==> src/rtl/compress_dictionary.sv <==
// Move-to-front dictionary for the Stage1 compressor (full/partial/miss/skip).
// Optional hit/miss statistics counters: define COMPRESS_DICT_STATS_EN.
module compress_dictionary #(
  parameter int WIDTH = 32,
  parameter int WORDS = 16,
  parameter int IDXW  = $clog2(WORDS)
) (
  input  logic                   clk,
  input  logic                   rst_n,
  input  logic                   clear_i,
  input  logic                   upd_valid_i,
  output logic                   upd_ready_o,
  input  logic [1:0]             upd_type_i,
  input  logic [IDXW-1:0]        upd_index_i,
  input  logic [WIDTH-1:0]       upd_word_i,
  output logic [WORDS*WIDTH-1:0] dictionary_o,
  output logic [WORDS-1:0]       entry_valid_o,
  output logic [IDXW:0]          fill_count_o,
`ifdef COMPRESS_DICT_STATS_EN
  output logic [15:0]            hit_count_o,
  output logic [15:0]            miss_count_o,
`endif
  output logic                   err_o
);

  typedef enum logic [1:0] {
    UPD_MISS = 2'd0,
    UPD_PART = 2'd1,
    UPD_FULL = 2'd2,
    UPD_SKIP = 2'd3
  } upd_e;

  localparam logic [IDXW:0] FULL_CNT = (IDXW+1)'(WORDS);

  logic [WIDTH-1:0] dict_q [WORDS];
  logic [WIDTH-1:0] dict_d [WORDS];
  logic [WORDS-1:0] valid_q, valid_d;
  logic [IDXW:0]    fill_q, fill_d;
  logic             err_q, err_d;
  logic             accept;
  logic             idx_ok;
  upd_e             upd_type;

  assign upd_ready_o = ~clear_i;
  assign accept      = upd_valid_i & ~clear_i;
  assign idx_ok      = {1'b0, upd_index_i} < fill_q;
  assign upd_type    = upd_e'(upd_type_i);

  // Next-state: flush, or apply one MTF update to the registered contents
  always_comb begin
    dict_d  = dict_q;
    valid_d = valid_q;
    fill_d  = fill_q;
    err_d   = err_q;
    if (clear_i) begin
      for (int i = 0; i < WORDS; i++) dict_d[i] = '0;
      valid_d = '0;
      fill_d  = '0;
      err_d   = 1'b0;
    end else if (accept) begin
      unique case (upd_type)
        UPD_MISS: begin
          for (int i = 1; i < WORDS; i++)
            dict_d[i] = dict_q[i-1];
          dict_d[0] = upd_word_i;
          valid_d   = {valid_q[WORDS-2:0], 1'b1};
          if (fill_q != FULL_CNT)
            fill_d = fill_q + 1'b1;
        end
        UPD_PART, UPD_FULL: begin
          if (!idx_ok) begin
            err_d = 1'b1;
          end else begin
            for (int i = 1; i < WORDS; i++)
              if (i <= int'(upd_index_i))
                dict_d[i] = dict_q[i-1];
            dict_d[0] = (upd_type == UPD_PART) ?
                        upd_word_i : dict_q[upd_index_i];
          end
        end
        UPD_SKIP: ;
      endcase
    end
  end

  // Dictionary state registers
  always_ff @(posedge clk or negedge rst_n) begin
    if (!rst_n) begin
      for (int i = 0; i < WORDS; i++) dict_q[i] <= '0;
      valid_q <= '0;
      fill_q  <= '0;
      err_q   <= 1'b0;
    end else begin
      for (int i = 0; i < WORDS; i++) dict_q[i] <= dict_d[i];
      valid_q <= valid_d;
      fill_q  <= fill_d;
      err_q   <= err_d;
    end
  end

  for (genvar g = 0; g < WORDS; g++) begin : g_flat
    assign dictionary_o[g*WIDTH +: WIDTH] = dict_q[g];
  end

  assign entry_valid_o = valid_q;
  assign fill_count_o  = fill_q;
  assign err_o         = err_q;

`ifdef COMPRESS_DICT_STATS_EN
  logic [15:0] hit_q, miss_q;
  logic        hit_ev, miss_ev;

  assign hit_ev  = accept & idx_ok &
                   ((upd_type == UPD_PART) | (upd_type == UPD_FULL));
  assign miss_ev = accept & (upd_type == UPD_MISS);

  // Saturating hit/miss statistics, flushed with the dictionary
  always_ff @(posedge clk or negedge rst_n) begin
    if (!rst_n) begin
      hit_q  <= '0;
      miss_q <= '0;
    end else if (clear_i) begin
      hit_q  <= '0;
      miss_q <= '0;
    end else begin
      if (hit_ev && hit_q != 16'hFFFF)
        hit_q <= hit_q + 16'd1;
      if (miss_ev && miss_q != 16'hFFFF)
        miss_q <= miss_q + 16'd1;
    end
  end

  assign hit_count_o  = hit_q;
  assign miss_count_o = miss_q;
`endif

endmodule

==> config.mk <==
export PLATFORM = sky130hd
export DESIGN_NAME = compress_dictionary
export DESIGN_NICKNAME = d
export VERILOG_FILES = /design/src/rtl/compress_dictionary.sv
export SDC_FILE = /design/constraint.sdc
export NUM_CORES = 1
export LEC_CHECK = 0
export CELL_PAD_IN_SITES_DETAIL_PLACEMENT = 0
export CELL_PAD_IN_SITES_GLOBAL_PLACEMENT = 1
export CORE_MARGIN = 3
export CORE_UTILIZATION = 44
export DETAILED_ROUTE_END_ITERATION = 12
export HOLD_SLACK_MARGIN = 0.03
export PLACE_DENSITY_LB_ADDON = 0.1
export SLEW_MARGIN = 20
export SYNTH_ARGS = -nofsm -noshare
export SYNTH_HDL_FRONTEND = slang
export SYNTH_SLANG_ARGS = --single-unit
export TNS_END_PERCENT = 10
==> constraint.sdc <==
create_clock -name clk -period 3.9 [get_ports clk]
set_clock_uncertainty 0.2 [all_clocks]
set_input_delay 0.39 -clock clk [delete_from_list [all_inputs] [get_ports clk]]
set_output_delay 0.39 -clock clk [all_outputs]
set_load 0.05 [all_outputs]
Word level (Yosys, flattened, before mapping)
Cells that the tools add are included.
Widths: inputs -> output; s select.
- bits in registers: 534
- logic and storage cells: 120
- bits of input ports: 42
- $lt $le $gt $ge: 17
- reduce and logical (&&, ||, !) cells: 26
- $add $sub $neg: 1
- mux-type cells: 34
- bitwise gates (word level): 3
- equality and inequality tests: 20
- operators with widths (cell ; number):
    $mux 512 ; 3
    $pmux 512 s2 ; 1
    $mux 32 ; 18
    $bmux 32 s4 ; 1
    $reduce_and 4->1 ; 15
    $mux 16 ; 3
    $ne 3x3->1 const B ; 16
    $le 4x4->1 const A ; 8
    $mux 5 ; 4
    $le 3x4->1 const A ; 4
    $reduce_and 3->1 ; 3
    $le 2x4->1 const A ; 2
    $reduce_bool 2->1 ; 4
    $add 5x1->5 const B ; 1
    $ge 5x5->1 const B ; 1
    $lt 4x5->1 ; 1
    $ne 5x5->1 const B ; 1
    $not 4->5 ; 1
    $le 1x4->1 const A ; 1
    $mux 1 ; 4
    $reduce_bool 3->1 ; 1
    $eq 2x1->1 const B ; 1
    $eq 2x2->1 const B ; 1
    $logic_not 2->1 ; 1
    other kinds (5) ; 5

Logic depth before layout (Yosys ltp)
- depth in word-level cells: 9
- mapped depth: 10
- mapped depth without buffers: 7

Worst setup path after synthesis
No wires, ideal clock.
- kind: register to register
- start: reg fill_q[2], in the netlist fill_count_o[2]
- end: reg dict_q (netlist bit dictionary_o[15])
- clock period less this slack: 2.797 ns
- buffers on the path: 2
- arrival: 2.472 ns
- path slack: 1.103 ns
- cell stages (with the launch flop): 10
- cell sequence: dfrtp_1 inv_1 ha_1 nor3_2 or3_1 buf_4 nor2_4 a221oi_4 buf_4 mux2_2
- cells in the longest elaborated chain, start to end: 3
- RTL lines (what ; RTL line ; source):
    start: declaration ; 38 ; logic [IDXW:0] fill_q, fill_d;
    start signal: assignment ; 96 ; fill_q <= fill_d;
    $lt 4x5->1 ; 46 ; assign idx_ok = {1'b0, upd_index_i} < fill_q;
    $ne 3x3->1 (no source line) ; - ;
    $reduce_and 3->1 (no source line) ; - ;
    end: declaration ; 35 ; logic [WIDTH-1:0] dict_q [WORDS];
Every way passes these cells.
A chain may end at the register's enable or synchronous reset.

Worst setup path after layout
- start: reg fill_q[2], in the netlist fill_count_o[2]
- end: reg dict_q (netlist bit dictionary_o[53])
- cells in the longest elaborated chain, start to end: 3
- RTL lines (what ; RTL line):
    $lt 4x5->1 ; 46
    $ne 3x3->1 (no source line) ; -
    $reduce_and 4->1 (no source line) ; -
Every way passes these cells.

==> reports/qor.yml <==
outcome:
  outcome: "completed"
grt:
  grtUsageTotal_pct: 31.9
  grt_antenna_before_repair: 5
  grt_max_degree: 102
  grt_pass1_wl_mm: 148
  grt_pass1_vias: 20082
  grt-ovfl-total: 0
finish:
  areaGrowthSynthToFinish_pct: 32.4
  most-common-layout-cells: "clkdlybuf4s50_1, dfrtp_1, nor2b_1"
  fin_nets: 2555
  drive_above_1_share_pct: 20.5
  design_area_mm2: 0.0343
  layout_commonest_cell: "clkdlybuf4s50_1"
  utilization_pct: 59.2
  final_cells: 3319
min_path:
  min_path_type: "primary input to asynchronous set/reset pin"
yosys:
  synthArstFlopShare_pct: 100
  synthesis.area_mm2: 0.0260
  ys_types: 59
  synth_seq_cells: 534
  yosysWarnings: 0
  synth_top_area_share_pct: 51.5
  post_synth_main_area_contributors: "dfrtp_1, mux2_2, a22o_1"
  synth_nets: 2033
  synth_area_per_cell_um2: 13.1
  synth_ff_type: "dfrtp_1"
  ys_seq_area_share_pct: 51.5
  synth_edf_count: 0
  synth_area_leader_cell: "dfrtp_1"
  postSynthCellCount: 1984
critical_path:
  critPathCaptureType: "flip-flop"
  path_cells: "inv_1, ha_1, nor3_1, o21ai_1, a21o_1, a21oi_4, buf_4, mux2_2"
  crit_type: "flip-flop to flip-flop"
  r2r_end: "dictionary_o[53]$_DFFE_PN0P_"
  max_stage_delay_ps: 680
  r2r_cells: 8
  cp.buffers_inverters: 2
  r2r_slack_ps: 670
  worstPathArrival_ps: 3520
  start_kind: "flip-flop"
  regToRegStartpoint: "fill_count_o[2]$_DFFE_PN0P_"
  required_ps: 4190
  crit_path_max_fanout: 20
  crit_family: "compound AO/OA/AOI/OAI gates"
  cpMaxStageDelayCell: "a21oi_4"
sta:
  fmax_mhz: 309
  relSlewSlack_pct: 32.1
  worstMarginPinSlew_ps: 1020
  hold_viol_final: 0
  setup_viol: 0
  timing.final.crit_period_ps: 3230
  finalMaxSlewViolations: 0
  min_period_over_period_pct: 82.9
  setup_tns_ps: 0
  rsz0062_at_grt: "false"
clock_network:
  numCtsBuffers: 56
  clk_pin_slew_worst_paths_ps: 60
  clock-sinks: 534
  clk_path_buf_depth: 3
  htree_levels: 2
  cts_tree: "yes"
  cts_root_buf: "clkbuf_16"
  clock_latency_ps: 620
  postCtsResizedCells: 0
routing:
  drt_iter0_drc: 1807
  drtAntennaViolNets: 0
  drt_first_pass_iters: 5
  drt-vias-per-instance: 6.09
  drc_errors: 0
  post_drt_wl_per_cell_um: 30.5
  num_vias: 20198
  postRouteWirelength_mm: 101
run:
  drv_cap: 0
floorplanning:
  dieHeight_um: 249
  die-area_mm2: 0.0619
  rows: 88
  die_w_um: 249
  io_pins: 577
  start_util_pct: 44.7
  core_mm2: 0.0580
placement:
  dp_hpwl_mm: 70.8
  dp.cells: 3212
  placed_area_mm2: 0.0325
  finalWeightedCongestion: 0.908
  port_buffers: 576
power:
  p_leak_nw: 15.3
  p_per_area_mw_per_mm2: 405
  vdd_ir_drop_max_v: 0.000320
  fin_total_pwr_mw: 13.9
-- synthesized netlist by cell type (3+ instances only) --
cell type  number
dfrtp_1       534
nor2b_1       246
a22o_1        239
mux2_2        237
mux2_1         73
buf_2          69
mux4_2         69
clkbuf_1       63
nor2_1         43
nand2_1        37
a221oi_1       32
mux2_4         30
inv_1          22
nand2b_1       22
o22ai_1        21
mux2i_1        20
o21ai_0        20
buf_4          19
a221o_1        18
a31oi_1        18
nand3_1        18
buf_6          15
a21oi_2        12
a21oi_1        10
o221ai_1       10
nor3_1          8
o21ai_1         8
ha_1            7
a211oi_1        5
o31ai_1         5
a211oi_2        4
nor3_2          4
nor4_1          4
o32ai_1         4
a21o_1          3
buf_1           3
nand4_1         3
o21ba_2         3
-- repair_timing --
item	4_1_cts	5_1_grt
endpoints found under the setup margin	0	0
endpoints found under the hold margin	79	0
setup buffers	0	0
hold buffers	1	0
-- per-layer routing --
metal	GRT usage, %	up-vias	share of wire [%]
met5	0	-	0.0079
met4	9.94	2	3.3
met3	7.36	149	8.5
met2	46.6	916	44
met1	47.3	10690	44
li1	-	8441	-
-- worst reg2reg max path, stage by stage (launching register included) --
cell and delay (ps):
dfrtp_1 430, inv_1 100, ha_1 220, nor3_1 250, o21ai_1 230, a21o_1 260
a21oi_4 680, buf_4 380, mux2_2 370
-- cells by family after synthesis --
logic type	count (synthesis)	share of synthesized area [%]
compound gates	420	13.5
xor+xnor	3	0.101
fa+ha+maj	7	0.337
buf+inv	192	3.82
flops	534	51.5
mux	429	21.9
simple gates	399	8.83
-- flip-flops by register name, indices dropped and copies added (netlist names) --
| name | count |
|---|---|
| fill_count_o | 5 |
| dictionary_o | 512 |
| entry_valid_o | 16 |
| err_o | 1 |
-- how the worst max path moves through the flow --
stage	from	endpoint	cells past startpoint
after global placement	upd_type_i[0]	dictionary_o[507]$_DFFE_PN0P_	8
final	fill_count_o[2]$_DFFE_PN0P_	dictionary_o[53]$_DFFE_PN0P_	8
after floorplan	fill_count_o[2]$_DFFE_PN0P_	dictionary_o[15]$_DFFE_PN0P_	9
after detailed placement	upd_type_i[0]	dictionary_o[502]$_DFFE_PN0P_	8
after global routing	fill_count_o[2]$_DFFE_PN0P_	dictionary_o[57]$_DFFE_PN0P_	8
after CTS	fill_count_o[2]$_DFFE_PN0P_	dictionary_o[53]$_DFFE_PN0P_	8
-- through the flow --
step	setup WS [ps]	hold slack [ps]
after floorplan	1100	-106
after global placement	349	252
after detailed placement	282	261
after CTS	693	128
after global routing	554	157
final	667	168
-- final cells by class --
cell class	instances	area [um^2]
multi-input cells	1258	11700
clock buffers	84	1640
clock inverters	18	200
inverters	23	86.3
well taps	765	957
diodes	4	10.0
fillers	4697	23700
flip-flops and latches	534	13400
repair buffers	633	6350
-- report_power, final --
| part | switching [mW] | internal, mW |
|---|---|---|
| Sequential | 0.200 | 5.71 |
| Clock | 2.31 | 3.15 |
| Combinational | 1.71 | 0.826 |
| Total | 4.23 | 9.68 |
Note: power is estimated with default switching activity, not from simulation.
==> variant: new RTL, same settings <==
Build with the macro `COMPRESS_DICT_STATS_EN` defined.
--- a/src/rtl/compress_dictionary.sv
+++ b/src/rtl/compress_dictionary.sv
@@ -1,5 +1,7 @@
 // Move-to-front dictionary for the Stage1 compressor (full/partial/miss/skip).
 // Optional hit/miss statistics counters: define COMPRESS_DICT_STATS_EN.
+`define COMPRESS_DICT_STATS_EN
+
 module compress_dictionary #(
   parameter int WIDTH = 32,
   parameter int WORDS = 16,
New outputs: hit_count_o and miss_count_o. Check against the original RTL: not settled (the Yosys comparison gave no result); the edit may change what the design does.
==> variant against the original RTL <==
Sequential cell count grew 32; largest cell class unchanged; critical endpoint is now dictionary_o[374]; synthesized area rose by 7.4%; wire length up 5.0%; setup slack gained 0.15 ns; design area increased by 8.7%; total power decreased by 0.31%; largest power group is now clock; critical path depth did not move; via count is 9.9% higher.
==> variant: results (changes against the original RTL) <==
[run_status]
status=finished, final reports clean  ; unchanged

[logic_synthesis]
synthTopCellsByArea=dfrtp_1 51%, mux2_2 10%, mux4_2 7.8%, nor2b_1 5.9%, a22o_1 3.5%  ; was dfrtp_1 51%, mux2_2 10%, a22o_1 8.1%, mux4_2 6.0%, nor2b_1 5.9%
syn_nets=2370  ; was 2,033
yosysSeqAreaShare_pct=50.8  ; was 51.5%
synthCells=2319  ; was 1,984
netlist-cell-type-count=69  ; was 59
synth_common_cells=566 x dfrtp_1, 264 x nor2b_1, 248 x mux2_2, 223 x nand2_1, 111 x a22o_1  ; was 534 x dfrtp_1, 246 x nor2b_1, 239 x a22o_1, 237 x mux2_2, 73 x mux2_1
yosysWarnings=0  ; unchanged

[worst_setup_path]
r2r-end=dictionary_o[374]  ; was dictionary_o[53]
rrSetupSlack_ns=0.82  ; was 0.67 ns
path_max_fanout=8  ; was 20
r2r_start=fill_count_o[2]  ; unchanged
worst_path_max_delay_cell=a41oi_4  ; was a21oi_4
critPathMaxStageDelay_ns=0.48  ; was 0.68 ns

[power_and_ir_drop]
vdd_drop_max_uv=285  ; was 320 uV

[place]
place_area_um2=35000  ; was 32,500 um^2
port_buffers=608  ; was 576
dp_cells=3633  ; was 3,212
post-place-ws_ns=0.371  ; was 0.282 ns
place.gp.congestion=0.901  ; was 0.908

[grt]
grt_max_degree=85  ; was 102
antenna_found_initial=3  ; was 5
grt_pass1_vias=22600  ; was 20,100
gr-usage-all-layers_pct=31.5  ; was 31.9%
grt_pass1_wl_mm=157  ; was 148 mm

[final_layout]
drive_gt1_share_pct=20.0  ; was 20.5%
fin_cells=3756  ; was 3,319
fin_nets=2919  ; was 2,555

[clock_tree]
numCtsBuffers=67  ; was 56
cts_max_level=3  ; was 2

[routing]
vias=22200  ; was 20,200
drtIter0Drc=1601  ; was 1,807
wire_per_inst_um=28.3  ; was 30.5 um

variant: worst max-delay path by stage:
stage	slack, ns	endpoint	depth (start not counted)
after CTS	0.81	dictionary_o[374]	8
after global routing	0.64	dictionary_o[374]	8
final	0.82	dictionary_o[374]	8
after floorplan	1.09	dictionary_o[290]	9
after global placement	0.45	dictionary_o[289]	9
after detailed placement	0.37	dictionary_o[289]	9
variant: cell type report:
cell class	instances	area, um^2
diodes	2	5.00
clock buffers	100	2030
clock inverters	18	201
fillers	5095	24800
inverters	13	51.3
multi-input cells	1548	13000
flip-flops and latches	566	14200
well taps	837	1050
repair buffers	672	6870
variant: worst register-to-register path: cells and delay by family, from the launching register on:
family / cells / cell delay, ns
AO/OA/AOI/OAI: 3 / 1.02
flip-flops: 1 / 0.42
buffers and inverters: 2 / 0.38
multiplexers: 1 / 0.35
AND/OR/NAND/NOR: 1 / 0.32
adder cells (fa/ha/maj): 1 / 0.28
variant: repair_timing:
| action | 4_1_cts | 5_1_grt |
|---|---|---|
| gates resized for setup | 0 | 0 |
| endpoints found under the hold margin | 95 | 0 |
| hold buffers | 2 | 0 |
variant: logic make-up after synthesis:
kind of cell	after synthesis	share of synthesized area (%)
AO/OA/AOI/OAI	453	12.2
XOR/XNOR	11	0.346
adder cells (fa/ha/maj)	9	0.404
buffers and inverters	205	3.37
flip-flops	566	50.8
multiplexers	387	19.9
AND/OR/NAND/NOR	688	13.0
variant: power breakdown:
group	switching (mW)	leakage, nW	internal, mW
Clock	2.59	1.11	3.81
Sequential	0.0540	7.90	5.92
Combinational	1.04	6.92	0.463
Total	3.68	15.9	10.2
variant: metal layers:
layer  wire, um  track usage, %  share of wire (%)
met1      40400            39.1                 38
met2      52400            52.5                 49
met3       8430            8.09                7.9
met4       4950            13.1                4.7
met5          9               0             0.0085
variant: stage by stage:
stage	utilization (%)	hold WS, ns
finish	60.1	0.187
global route	60.0	0.186
CTS	60.0	0.176
detailed placement	56.4	0.255
global placement	56.4	0.252
floorplan	-	-0.106
